===== config.mk =====
export PLATFORM = sky130hd
export DESIGN_NAME = bcd_counter_ndigit
export DESIGN_NICKNAME = d
export VERILOG_FILES = /design/src/rtl/bcd_counter_pkg.sv /design/src/rtl/bcd_digit_cell.sv /design/src/rtl/bcd_counter_ndigit.sv
export SDC_FILE = /design/constraint.sdc
export NUM_CORES = 1
export LEC_CHECK = 0
export CAP_MARGIN = 20
export CORE_UTILIZATION = 55
export CTS_CLUSTER_SIZE = 28
export DETAILED_ROUTE_END_ITERATION = 12
export PLACE_DENSITY = 0.86
export SYNTH_ARGS = -nofsm -noshare
export SYNTH_HDL_FRONTEND = slang
export SYNTH_SLANG_ARGS = --single-unit
export TNS_END_PERCENT = 30

===== constraint.sdc =====
create_clock -name clk -period 5.6 [get_ports clk]
set_clock_uncertainty 0.1 [all_clocks]
set_input_delay 1.12 -clock clk [delete_from_list [all_inputs] [get_ports clk]]
set_output_delay 1.12 -clock clk [all_outputs]
set_load 0.03 [all_outputs]

===== src/rtl/bcd_counter_pkg.sv =====
// Shared types and helpers for the N-digit BCD counter.
// Digit width and per-digit clamping used on parallel load.
package bcd_counter_pkg;

  localparam int DIGIT_W = 4;

  typedef logic [DIGIT_W-1:0] bcd_digit_t;

  function automatic bcd_digit_t clamp_digit(
    input bcd_digit_t d,
    input bcd_digit_t max
  );
    return (d > max) ? max : d;
  endfunction

endpackage


===== src/rtl/bcd_digit_cell.sv =====
// One BCD digit register with step, load and clear.
// Wraps 0..DIGIT_MAX in either direction on an enabled step.
module bcd_digit_cell
  import bcd_counter_pkg::*;
#(
  parameter int DIGIT_MAX = 9
) (
  input  logic       clk,
  input  logic       clear,
  input  logic       step,
  input  logic       up_dn,
  input  logic       load,
  input  bcd_digit_t load_d,
  input  logic       sclr,
  output bcd_digit_t digit,
  output logic       at_max,
  output logic       at_zero
);

  localparam bcd_digit_t MAXD = bcd_digit_t'(DIGIT_MAX);

  assign at_max  = (digit == MAXD);
  assign at_zero = (digit == '0);

  always_ff @(posedge clk or posedge clear) begin
    if (clear) begin
      digit <= '0;
    end else if (sclr) begin
      digit <= '0;
    end else if (load) begin
      digit <= clamp_digit(load_d, MAXD);
    end else if (step) begin
      if (up_dn)
        digit <= at_max ? '0 : digit + 1'b1;
      else
        digit <= at_zero ? MAXD : digit - 1'b1;
    end
  end

endmodule


===== src/rtl/bcd_counter_ndigit.sv =====
// Parametrised N-digit BCD up/down counter with cascade output.
// Digit steps are gated by AND-chains of the lower digits' limits.
module bcd_counter_ndigit
  import bcd_counter_pkg::*;
#(
  parameter int DIGITS    = 4,
  parameter int DIGIT_MAX = 9
) (
  input  logic                    clk,
  input  logic                    clear,
  input  logic                    sclr,
  input  logic                    en,
  input  logic                    up_dn,
  input  logic                    load,
  input  logic [DIGIT_W*DIGITS-1:0] load_val,
  output logic [DIGIT_W*DIGITS-1:0] count,
  output logic                    carry_out,
  output logic                    tc_out
);

  logic [DIGITS-1:0] at_max;
  logic [DIGITS-1:0] at_zero;
  logic [DIGITS-1:0] step;
  logic [DIGITS:0]   max_chain;
  logic [DIGITS:0]   zero_chain;

  assign max_chain[0]  = 1'b1;
  assign zero_chain[0] = 1'b1;

  for (genvar i = 0; i < DIGITS; i++) begin : g_digit
    assign max_chain[i+1]  = max_chain[i] & at_max[i];
    assign zero_chain[i+1] = zero_chain[i] & at_zero[i];
    assign step[i] = en & (up_dn ? max_chain[i] : zero_chain[i]);

    bcd_digit_cell #(
      .DIGIT_MAX(DIGIT_MAX)
    ) u_cell (
      .clk    (clk),
      .clear  (clear),
      .step   (step[i]),
      .up_dn  (up_dn),
      .load   (load),
      .load_d (load_val[DIGIT_W*i +: DIGIT_W]),
      .sclr   (sclr),
      .digit  (count[DIGIT_W*i +: DIGIT_W]),
      .at_max (at_max[i]),
      .at_zero(at_zero[i])
    );
  end

  assign tc_out = en & (up_dn ? max_chain[DIGITS]
                              : zero_chain[DIGITS]);

  // A wrap happens exactly on a step taken at terminal count.
  always_ff @(posedge clk or posedge clear) begin
    if (clear)
      carry_out <= 1'b0;
    else if (sclr || load)
      carry_out <= 1'b0;
    else
      carry_out <= tc_out;
  end

endmodule

==> results of run 1 <==
path summary, 6_finish.rpt:
kind	startpoint	end	slack, ns	depth (start not counted)
worst min-delay path	g_digit[2].u_cell.digit[1]	g_digit[2].u_cell.digit[1]	0.54	2
min in group asynchronous	clear	g_digit[2].u_cell.digit[3]	1.11	2
worst max-delay path	en	tc_out	1.04	6
max in group asynchronous	clear	g_digit[0].u_cell.digit[3]	3.85	2
worst min register to register	g_digit[2].u_cell.digit[1]	g_digit[2].u_cell.digit[1]	0.54	2
worst max register to register	g_digit[1].u_cell.digit[0]	g_digit[3].u_cell.digit[3]	3.28	7
cell families (layout without fill, tap and decap cells):
kind of cell	Yosys count	after routing	synth area share
AND/OR/NAND/NOR	70	70	0.217
multiplexers	3	3	0.0245
flip-flops	17	17	0.238
AO/OA/AOI/OAI	82	82	0.337
buffers and inverters	37	65	0.0919
adder cells (fa/ha/maj)	13	13	0.0912
layer usage:
layer,vias up,routed length (µm)
li1,889,-
met1,833,1970
met2,59,1950
met3,5,195
met4,0,52
met5,-,0
power by group:
part           total (mW)  switching, mW  internal [mW]
combinational       0.157         0.0840         0.0731
sequential          0.152         0.0206          0.131
clock              0.0694         0.0416         0.0278
registers in the layout, summed over array words and instances (netlist names):
signal and cells:
g_digit.u_cell.digit 16, carry_out 1
through the flow:
| stage | setup slack (ns) | utilization | area [µm²] | hold WS, ns |
|---|---|---|---|---|
| floorplan | 2.04 | - | 1780 | 0.617 |
| global placement | 1.08 | 0.705 | 2150 | 0.505 |
| detailed placement | 1.05 | 0.705 | 2150 | 0.517 |
| CTS | 1.04 | 0.714 | 2180 | 0.546 |
| global route | 0.933 | 0.714 | 2180 | 0.578 |
| finish | 1.04 | 0.714 | 2180 | 0.542 |
Yosys cell counts, types with 2 or more instances:
master and number:
o41ai_2 2, nor3b_1 3, a21oi_1 14, nor2_1 8
or3_1 3, nand2b_1 6, dfrtp_1 17, clkbuf_1 6
nor3_1 7, o31ai_1 4, nand3b_1 2, o21ai_0 13
nand3_1 12, nor2b_1 3, buf_6 2, o22ai_1 2
a211oi_1 5, inv_1 20, a21o_1 4, a2111oi_0 2
o21bai_1 4, or2_2 2, and3_1 2, buf_2 7
o211ai_1 3, a221oi_1 5, nand2_1 14, a31oi_1 6
o311ai_0 2, a311oi_1 4, ha_1 13
layout make-up:
class | count | area share
Multi-Input combinational cell | 168 | 0.549
Sequential cell | 17 | 0.195
Timing Repair Buffer | 40 | 0.183
Inverter | 21 | 0.0362
Clock buffer | 4 | 0.0121
Tap cell | 44 | 0.0253
worst max-delay path, stage by stage:
cell	delay [ns]
clkdlybuf4s50_1	0.63
and4b_1	0.24
nand4_1	0.18
o22a_1	0.27
a211oi_2	0.19
clkdlybuf4s50_1	0.70
==> run metrics, run 1 <==
status=complete, no violations; hpwl dp=3050 µm; Final Total Pwr=0.379 mW; count of boundary I/O pins=40; Synthesized Nets=roughly 260; grt total ovfl=0; # nets final=286; Avg WL per Cell=14.2 µm; count of final hold-check violations=0; final WL=4170 µm; Power Dens Cells=around 170 nW/µm²; port bufs=39; met1 Track Usage GR=0.367; Max Slew Vio Count=0; # diodes=0; Max Cap Viol=0; Starting Density=0.584; Die Span Y=59.0 µm; total number of vias=1,786; # Post-CTS Setup Buffers=0; Post-CTS Hold Buffers=0; Detailed Routing Iterations Pass 1=4; H-tree depth=1; WS Path Type=in -> out; unrepaired setup endpoints after global routing=no; Cells after DPL=290; cts repair resizes=0; Avg Synthesized Cell Area=8.04 µm²; ys flop type=dfrtp_1; Final min period=4.56 ns; Site Rows=20; Worst Path Arrival=between 3 and 4 ns; final setup fails=0; setup TNS=0 ns; Cell Count, Final, Fillers Out=294; core area=3050 µm²; Post-synth EDFFs=0; Post-Syn Area=about 1800 µm²; Req. time, crit path=4.38 ns; DRC Markers=0; Startpoint Class=input port; distinct cell type count after synthesis=56; Die W=59.0 µm; Yosys reg bits=17; gpl congestion=0.902; clk_lat worst skew=0.30 ns; global routing's busiest layer=met2; initial DRC count=142; GR Layer Usage met2=0.419; DRT antenna net count=0; Ys Warns=0; CTS Buf Count=3; share of the synthesized area in the top cell type=0.238; most common cell after layout, fill and taps aside=clkdlybuf4s50_1; Storage cell area=425 µm²; Mapped Cells=between 200 and 250; Multi-input gate area=1190 µm²; antenna violations before repair=0; Fmax=219 MHz; layout cell share with drive strength beyond 1=0.0640; P_leak=between 0.8 and 0.9 nW; largest net degree at the start of global routing=34; Synth area leader=dfrtp_1; clock slew at reported path FFs=0.11 ns; vias in the first global route=1,507; VDD IR-drop max=0.139 mV; vias per inst=6.07; clock buffer depth=2; most frequent cells in the layout=clkdlybuf4s50_1 (39), inv_1 (20), dfrtp_1 (17), a21oi_1 (14), nand2_1 (14); met3 GRT Util=0.0242; first-pass GRT wire length=roughly 7000 µm; CP Max Fanout=9; Post-synth ARST share=1.00; fin crit share=0.815; Total Die Area=3480 µm²; crit path capture type=output port; top cells by area, synth=dfrtp_1 (24%), ha_1 (9.1%), inv_1 (4.2%); Slew headroom=0.279; aggregate global-route resource usage=0.261; post-synthesis sequential area ratio=0.238; Worst-Margin Slew=1.08 ns; TritonCTS clock tree=done; worst hold path type=reg -> reg; area grow syn2layout=22.1%; fillers=254; clk sink count=17; CTS Root Cell=clkbuf_4
Power figures use the tool's default switching activity.
==> run 2, diff against run 1 <==
CORE_UTILIZATION = 51   (was 55)
PLACE_DENSITY = 0.81   (was 0.86)
clock period = 4.48 ns   (was 5.6 ns; I/O delays follow)
==> run metrics, run 2 (same netlist as run 1, synthesis figures left out) <==
clk sink count=17 (unchanged); Biggest register=g_digit.u_cell.digit; Power Dens Cells=214 nW/µm² (+23%); aggregate global-route resource usage=0.235 (-0.0264); WS Path Type=in -> out; largest net degree at the start of global routing=34 (unchanged); final WL=4140 µm (-0.77%); Total Die Area=3740 µm² (+7.6%); Worst Path Arrival=2.62 ns (-0.72 ns); VDD IR-drop max=0.156 mV (+12%); initial DRC count=126 (-11%); Largest regs=g_digit.u_cell.digit x16, carry_out x1; Starting Density=0.535 (-0.0497); final setup fails=0 (unchanged); status=complete, no violations; vias in the first global route=1,525 (+1.2%); Max Slew Vio Count=0 (unchanged); DRC Markers=0 (unchanged); Detailed Routing Iterations Pass 1=4 (unchanged); clk_lat worst skew=0.29 ns (about the same); core area=3340 µm² (+9.3%); area grow syn2layout=22.9%; most common cell after layout, fill and taps aside=clkdlybuf4s50_1; P_leak=0.885 nW (+1.3%); Avg WL per Cell=13.9 µm (-2.1%); TritonCTS clock tree=done; pre-CTS worst setup slack=0.865 ns (-0.189 ns); clock slew at reported path FFs=0.10 ns (about the same); # nets final=288 (+0.70%); vias per inst=6.03 (-0.68%); grt total ovfl=0 (unchanged); count of final hold-check violations=0 (unchanged); Fmax=~280 MHz; unrepaired setup endpoints after global routing=no; fillers=292 (+15%); Site Rows=21 (+5.0%); total number of vias=1,798 (+0.67%); fin crit share=0.808; CTS Buf Count=3 (unchanged); # diodes=0 (unchanged); Final Total Pwr=0.470 mW (+24%); Req. time, crit path=3.48 ns (-0.90 ns); port bufs=39 (unchanged); hpwl dp=3040 µm (-0.35%); max reg flops=16 (unchanged); antenna violations before repair=0 (unchanged); layout cell share with drive strength beyond 1=0.0754 (+0.0114); crit path capture type=output port; Post-CTS Hold Buffers=0 (unchanged); Startpoint Class=input port; cts repair resizes=0 (unchanged); Final min period=about 3.6 ns; CP Max Fanout=21 (+12); Max Cap Viol=0 (unchanged); Die W=61.1 µm (+3.7%); worst hold path type=reg -> reg; first-pass GRT wire length=6680 µm (-3.7%); clock buffer depth=2 (unchanged); gpl congestion=0.881 (-2.3%); # Post-CTS Setup Buffers=0 (unchanged); setup TNS=0 ns (unchanged); setup ws final=0.861 ns (-0.176 ns); H-tree depth=1 (unchanged); Slew headroom=0.542 (+0.263); Worst-Margin Slew=0.686 ns (-0.392 ns); count of boundary I/O pins=40 (unchanged); CTS Root Cell=clkbuf_4; DRT antenna net count=0 (unchanged); Die Span Y=61.1 µm (+3.7%); most frequent cells in the layout=clkdlybuf4s50_1 (38), inv_1 (20), dfrtp_1 (17), a21oi_1 (14), nand2_1 (14)
## run 2: critical path, cell delays in order
cell             delay, ns
clkdlybuf4s50_1       0.62
buf_4                 0.30
clkinv_1              0.33
nand3_1               0.21
a211oi_2              0.09
buf_4                 0.18
## run 2: routing by layer
| layer | part of all wire | vias up | global-route usage |
|---|---|---|---|
| met3 | 0.049 | 8 | 0.0231 |
| met5 | 0 | - | 0 |
| met2 | 0.46 | 66 | 0.398 |
| li1 | - | 895 | - |
| met4 | 0.016 | 0 | 0.0682 |
| met1 | 0.47 | 829 | 0.318 |
## run 2: layout make-up
class	count	area [µm²]	share of cell area
Timing Repair Buffer	42	410	0.187
Clock buffer	4	26.3	0.0120
Inverter	21	78.8	0.0359
Multi-Input combinational cell	168	1190	0.545
Tap cell	46	57.6	0.0262
Sequential cell	17	425	0.194
## run 2: final timing paths
check,start,to,slack [ns],cells after the start
max,up_dn,tc_out,0.86,6
min,g_digit[2].u_cell.digit[1],g_digit[2].u_cell.digit[1],0.54,2
max reg2reg,g_digit[1].u_cell.digit[0],g_digit[3].u_cell.digit[3],2.20,7
min reg2reg,g_digit[2].u_cell.digit[1],g_digit[2].u_cell.digit[1],0.54,2
max in group asynchronous,clear,g_digit[0].u_cell.digit[3],2.94,2
min in group asynchronous,clear,g_digit[2].u_cell.digit[3],0.91,2
## run 2: per-stage QoR
stage	hold WS (ns)	util	area (µm²)	instances
final	0.538	0.657	2190	298
after global routing	0.576	0.657	2190	298
after CTS	0.531	0.657	2190	298
after detailed placement	0.504	0.649	2170	294
after global placement	0.507	0.649	2170	294
after floorplan	0.617	-	1780	222
## run 2: power breakdown
| group | switching (mW) | internal (mW) |
|---|---|---|
| Combinational | 0.104 | 0.0924 |
| Clock | 0.0485 | 0.0346 |
| Sequential | 0.0260 | 0.164 |
| Total | 0.178 | 0.291 |
==> run 3, diff against run 2 <==
CORE_UTILIZATION = 46   (was 51)
PLACE_DENSITY = 0.77   (was 0.81)
clock period = 3.3 ns   (was 4.48 ns; I/O delays follow)
==> run metrics, run 3 (same netlist as run 1, synthesis figures left out) <==
status=complete, no violations; count of final hold-check violations=0 (unchanged); Post-CTS Hold Buffers=0 (unchanged); Cells after DPL=298 (+1.4%); Worst Path Arrival=2.30 ns (-0.32 ns); final WL=4600 µm (+11%); Req. time, crit path=2.54 ns (-0.94 ns); first-pass GRT wire length=7560 µm (+13%); layout cell share with drive strength beyond 1=0.0866 (+0.0112); aggregate global-route resource usage=0.231 (-0.00352); Final min period=3.06 ns; vias per inst=5.85 (-3.0%); largest net degree at the start of global routing=32 (-5.9%); fin crit share=0.926; cts repair resizes=0 (unchanged); Fmax=327 MHz; Detailed Routing Iterations Pass 1=4 (unchanged); clock slew at reported path FFs=0.07 ns (-0.03 ns); gpl congestion=0.920 (+4.5%); Max Slew Vio Count=0 (unchanged); crit path cell chain=clkdlybuf4s50_1, nor3b_1, nand3_1, o22a_1, a211oi_2, buf_4; hold_sp=g_digit[2].u_cell.digit[3]; initial DRC count=83 (-34%); Worst Hold End=g_digit[2].u_cell.digit[3]; vias in the first global route=1,616 (+6.0%); clk sink count=17 (unchanged); reg2reg start=g_digit[0].u_cell.digit[0]; Slew headroom=0.483 (-0.0593); CTS Buf Count=3 (unchanged); final setup fails=0 (unchanged); Total Die Area=4130 µm² (+11%); Placed Instance Area=2180 µm² (+0.81%); # Post-CTS Setup Buffers=0 (unchanged); # nets final=290 (+0.69%); Avg WL per Cell=15.2 µm (+9.8%); fillers=355 (+22%); largest stage delay on the critical path=0.48 ns (-0.14 ns); Site Rows=22 (+4.8%); area grow syn2layout=25.0%; WS Path Type=in -> out; P_leak=0.905 nW (+2.3%); core area=3690 µm² (+11%); Crit Reg-Reg Endpoint=g_digit[3].u_cell.digit[3]; CTS Root Cell=clkbuf_8; worst hold stages=2 (unchanged); antenna violations before repair=0 (unchanged); crit path capture type=output port; DRC Markers=0 (unchanged); Starting Density=0.484 (-0.0510); final non-filler cell area=2230 µm² (+1.7%); H-tree depth=1 (unchanged); count of boundary I/O pins=40 (unchanged); slowest stage cell, crit path=clkdlybuf4s50_1; TritonCTS clock tree=done; Biggest register=g_digit.u_cell.digit; VDD IR-drop max=0.263 mV (+69%); CP top delay family=buffers and inverters; port bufs=39 (unchanged); most frequent cells in the layout=clkdlybuf4s50_1 (38), inv_1 (20), dfrtp_1 (17), a21oi_1 (14), nand2_1 (14); Storage cell area=425 µm² (unchanged); unrepaired setup endpoints after global routing=no; Power Dens Cells=311 nW/µm² (+45%); Multi-input gate area=1190 µm² (unchanged); Startpoint Class=input port; most common cell after layout, fill and taps aside=clkdlybuf4s50_1; flop-to-flop setup slack=1.05 ns (-1.15 ns); Largest regs=g_digit.u_cell.digit x16, carry_out x1; setup TNS=0 ns (unchanged); Cell Count, Final, Fillers Out=302 (+1.3%); max reg flops=16 (unchanged); CP Max Fanout=4 (-81%); hpwl dp=3290 µm (+8.3%); FF-to-FF path depth=7 (unchanged); Die Span Y=64.3 µm (+5.1%); # diodes=0 (unchanged); clock buffer depth=2 (unchanged); Max Cap Viol=0 (unchanged); total number of vias=1,767 (-1.7%); clk_lat worst skew=0.26 ns (-0.03 ns); Die W=64.3 µm (+5.1%); worst hold path type=reg -> reg; Worst-Margin Slew=0.775 ns (+0.0889 ns); grt total ovfl=0 (unchanged); crit path buf inv count=2 (-2); DRT antenna net count=0 (unchanged)
-- run 3: per-layer routing --
layer	vias to the layer above	GRT usage	wire length, µm
li1	891	-	-
met3	2	0.0321	148
met2	40	0.363	2180
met5	-	0	0
met4	0	0.0528	27
met1	834	0.332	2240
-- run 3: power by group --
part	switching (mW)	internal [mW]
clock network	0.0774	0.0839
logic	0.145	0.127
registers	0.0378	0.223
-- run 3: layout make-up --
type | instances | area share
Multi-Input combinational cell | 168 | 0.536
Sequential cell | 17 | 0.191
Timing Repair Buffer | 44 | 0.191
Inverter | 21 | 0.0353
Tap cell | 48 | 0.0269
Clock buffer | 3 | 0.0185
Clock inverter | 1 | 0.00224
-- run 3: tightest hold or removal path, delay by kind of cell (launching register included) --
kind               cells  cell delay (ns)
AOI/OAI and AO/OA      1             0.07
DFF                    1             0.47
and+or+nand+nor        1             0.07
-- run 3: worst max path at each step --
stage                        end  slack (ns)  depth (start not counted)                  startpoint
after floorplan           tc_out        0.55                          6  g_digit[0].u_cell.digit[0]
after global placement    tc_out        0.30                          6                       up_dn
after detailed placement  tc_out        0.24                          6                       up_dn
after CTS                 tc_out        0.25                          6                       up_dn
after global routing      tc_out        0.08                          7  g_digit[1].u_cell.digit[0]
final                     tc_out        0.24                          6                       up_dn
-- run 3: through the flow --
step	total power, mW	utilization	worst slack [ns]	hold WS [ns]
final	0.694	0.605	0.243	0.549
after global routing	0.735	0.605	0.0756	0.600
after CTS	0.695	0.605	0.254	0.542
after detailed placement	0.532	0.592	0.244	0.522
after global placement	0.528	0.592	0.300	0.508
after floorplan	0.440	-	0.545	0.486
==> RTL change, RTL diff (settings of run 3) <==
`DIGITS`: 4 -> 8.
--- a/src/rtl/bcd_counter_ndigit.sv
+++ b/src/rtl/bcd_counter_ndigit.sv
@@ -3,7 +3,7 @@
 module bcd_counter_ndigit
   import bcd_counter_pkg::*;
 #(
-  parameter int DIGITS    = 4,
+  parameter int DIGITS    = 8,
   parameter int DIGIT_MAX = 9
 ) (
   input  logic                    clk,
Ports: changed (resized count and load_val); port bits go from 40 to 72. The function was not compared with the original's and may differ.
==> RTL change against run 3 <==
  * Power rose by 98%
  * Setup slack got worse by 0.10 ns
  * Synthesized cell count rose by 98%
  * Die area rose by 94%
  * Non-clock buffer count rose by 48
  * First-iteration DRC count rose to 2.8 times the old value
  * Routed wire length rose by 120%
  * Sequential cell count rose by 16
  * Cell area rose by 98%
  * Synthesized area rose by 97%
  * Worst hold slack got worse by 0.044 ns
  * Highest routed layer unchanged
==> RTL change: results (changes against run 3) <==
| Metric | Value |
|---|---|
| PortBufs | 71 (+82%) |
| Least-Margin Pin Slew | 0.518 ns (-0.257 ns) |
| Setup Buffers After CTS | 0 (unchanged) |
| Gpl congestion | 0.851 (-7.6%) |
| Ys Warns | 0 (unchanged) |
| Max clock buf depth | 2 (unchanged) |
| Non-Filler Instances | 605 (+100%) |
| # DRC | 0 (unchanged) |
| Largest registers | g_digit.u_cell.digit x32, carry_out x1 |
| Largest net degree at the start of global routing | 34 (+6.3%) |
| Status | finished, final reports clean |
| Area contributors post-synth | dfrtp_1 (23%), ha_1 (8.5%), o21ai_0 (5.3%) |
| Iteration-0 DRC count of the detailed router | 232 (+180%) |
| Syn_area_per_cell | 8.01 um^2 (-0.28%) |
| Reg clk slew, reported paths | 0.06 ns |
| Worst-path fanout max | 4 (unchanged) |
| Post-DP HPWL | 7.46 mm (+130%) |
| Gr usage total | 26.5% (+3.4 points) |
| Static Leak | 1.79 nW (+97%) |
| Ys flop type | dfrtp_1 |
| Share of cells above drive strength 1 | 9.29% (+0.63 points) |
| Syn Nets | 501 (+95%) |
| H-tree levels | 2 (+1) |
| DRT Pass-1 Iters | 5 (+1) |
| Placed instance count | 599 (+100%) |
| Post-synth ARST share | 100% (unchanged) |
| CP arrival | 2.40 ns (+0.10 ns) |
| Sequential area share after synthesis | 23.5% (-0.37 points) |
| Unique masters post-synth | 66 (+18%) |
| Total CTS buffers | 5 (+2) |
| Max IR drop VDD | 0.155 mV (-41%) |
| Post_cts resized | 0 (unchanged) |
| CTS root buf | clkbuf_8 |
| Total number of vias | 3791 (+110%) |
| Vias in the first global route | 3611 (+120%) |
| Placed cell areas | 4350 um^2 (+99%) |
| Depth of the worst register-to-register path | 7 (unchanged) |
| DRT Wirelength | 10.2 mm (+120%) |
| Hold depth | 2 (unchanged) |
| Synth cell count leaders | inv_1 (39), o21ai_0 (37), dfrtp_1 (33) |
| Min-delay worst type | register to register |
| Synth area leader | dfrtp_1 |
| # diodes | 0 (unchanged) |
| First-pass GRT wire length | 16.5 mm (+120%) |
| Clk Latency, worst-skew pair | 0.29 ns (+0.03 ns) |
| Final nets | 569 (+96%) |
## RTL change: worst paths after layout
path | startpoint | to | slack, ns
min | g_digit[2].u_cell.digit[1] | g_digit[2].u_cell.digit[1] | 0.51
max | up_dn | tc_out | 0.14
max in group asynchronous | clear | g_digit[6].u_cell.digit[1] | 2.09
min in group asynchronous | clear | g_digit[6].u_cell.digit[3] | 0.66
max reg2reg | g_digit[3].u_cell.digit[0] | g_digit[5].u_cell.digit[1] | 0.66
min reg2reg | g_digit[2].u_cell.digit[1] | g_digit[2].u_cell.digit[1] | 0.51
## RTL change: power by group
| part | switching, mW | internal [mW] | total (mW) | leakage [nW] |
|---|---|---|---|---|
| Combinational | 0.307 | 0.266 | 0.574 | 1.31 |
| Clock | 0.157 | 0.139 | 0.296 | 0.0399 |
| Sequential | 0.0733 | 0.433 | 0.507 | 0.436 |
## RTL change: worst max-delay path, cell delays in order
cell and delay [ns]:
clkdlybuf4s50_1 0.56, inv_2 0.08, nor4_2 0.31, a41o_1 0.16, nand2_1 0.13, nor3b_1 0.28
buf_4 0.21
## RTL change: routing by layer
metal	share of wire (%)	global-route usage (%)	vias to the layer above
met5	0	0	-
met4	2.7	13.1	0
met3	7.2	4.43	29
met2	48	43.7	185
met1	42	33.6	1805
li1	-	-	1772
## RTL change: cells by family after synthesis
family,synth area share (%)
AO/OA/AOI/OAI,29.2
AND/OR/NAND/NOR,21.5
buffers and inverters,8.71
flip-flops,23.5
adder cells (fa/ha/maj),8.53
multiplexers,7.57
XOR/XNOR,0.996
## RTL change: layout make-up
class,count,area [um^2]
clock buffers,5,68.8
clock inverters,1,5.00
fillers,652,2910
inverters,40,150
multi-input cells,335,2390
flip-flops and latches,33,826
well taps,99,124
repair buffers,92,866
## RTL change: per-stage QoR
stage	hold WS, ns	setup WS, ns	util [%]
global placement	0.483	0.181	59.4
CTS	0.504	0.159	60.4
finish	0.505	0.143	60.4
floorplan	0.604	0.0263	-
detailed placement	0.492	0.180	59.4
global route	0.528	0.0272	60.4
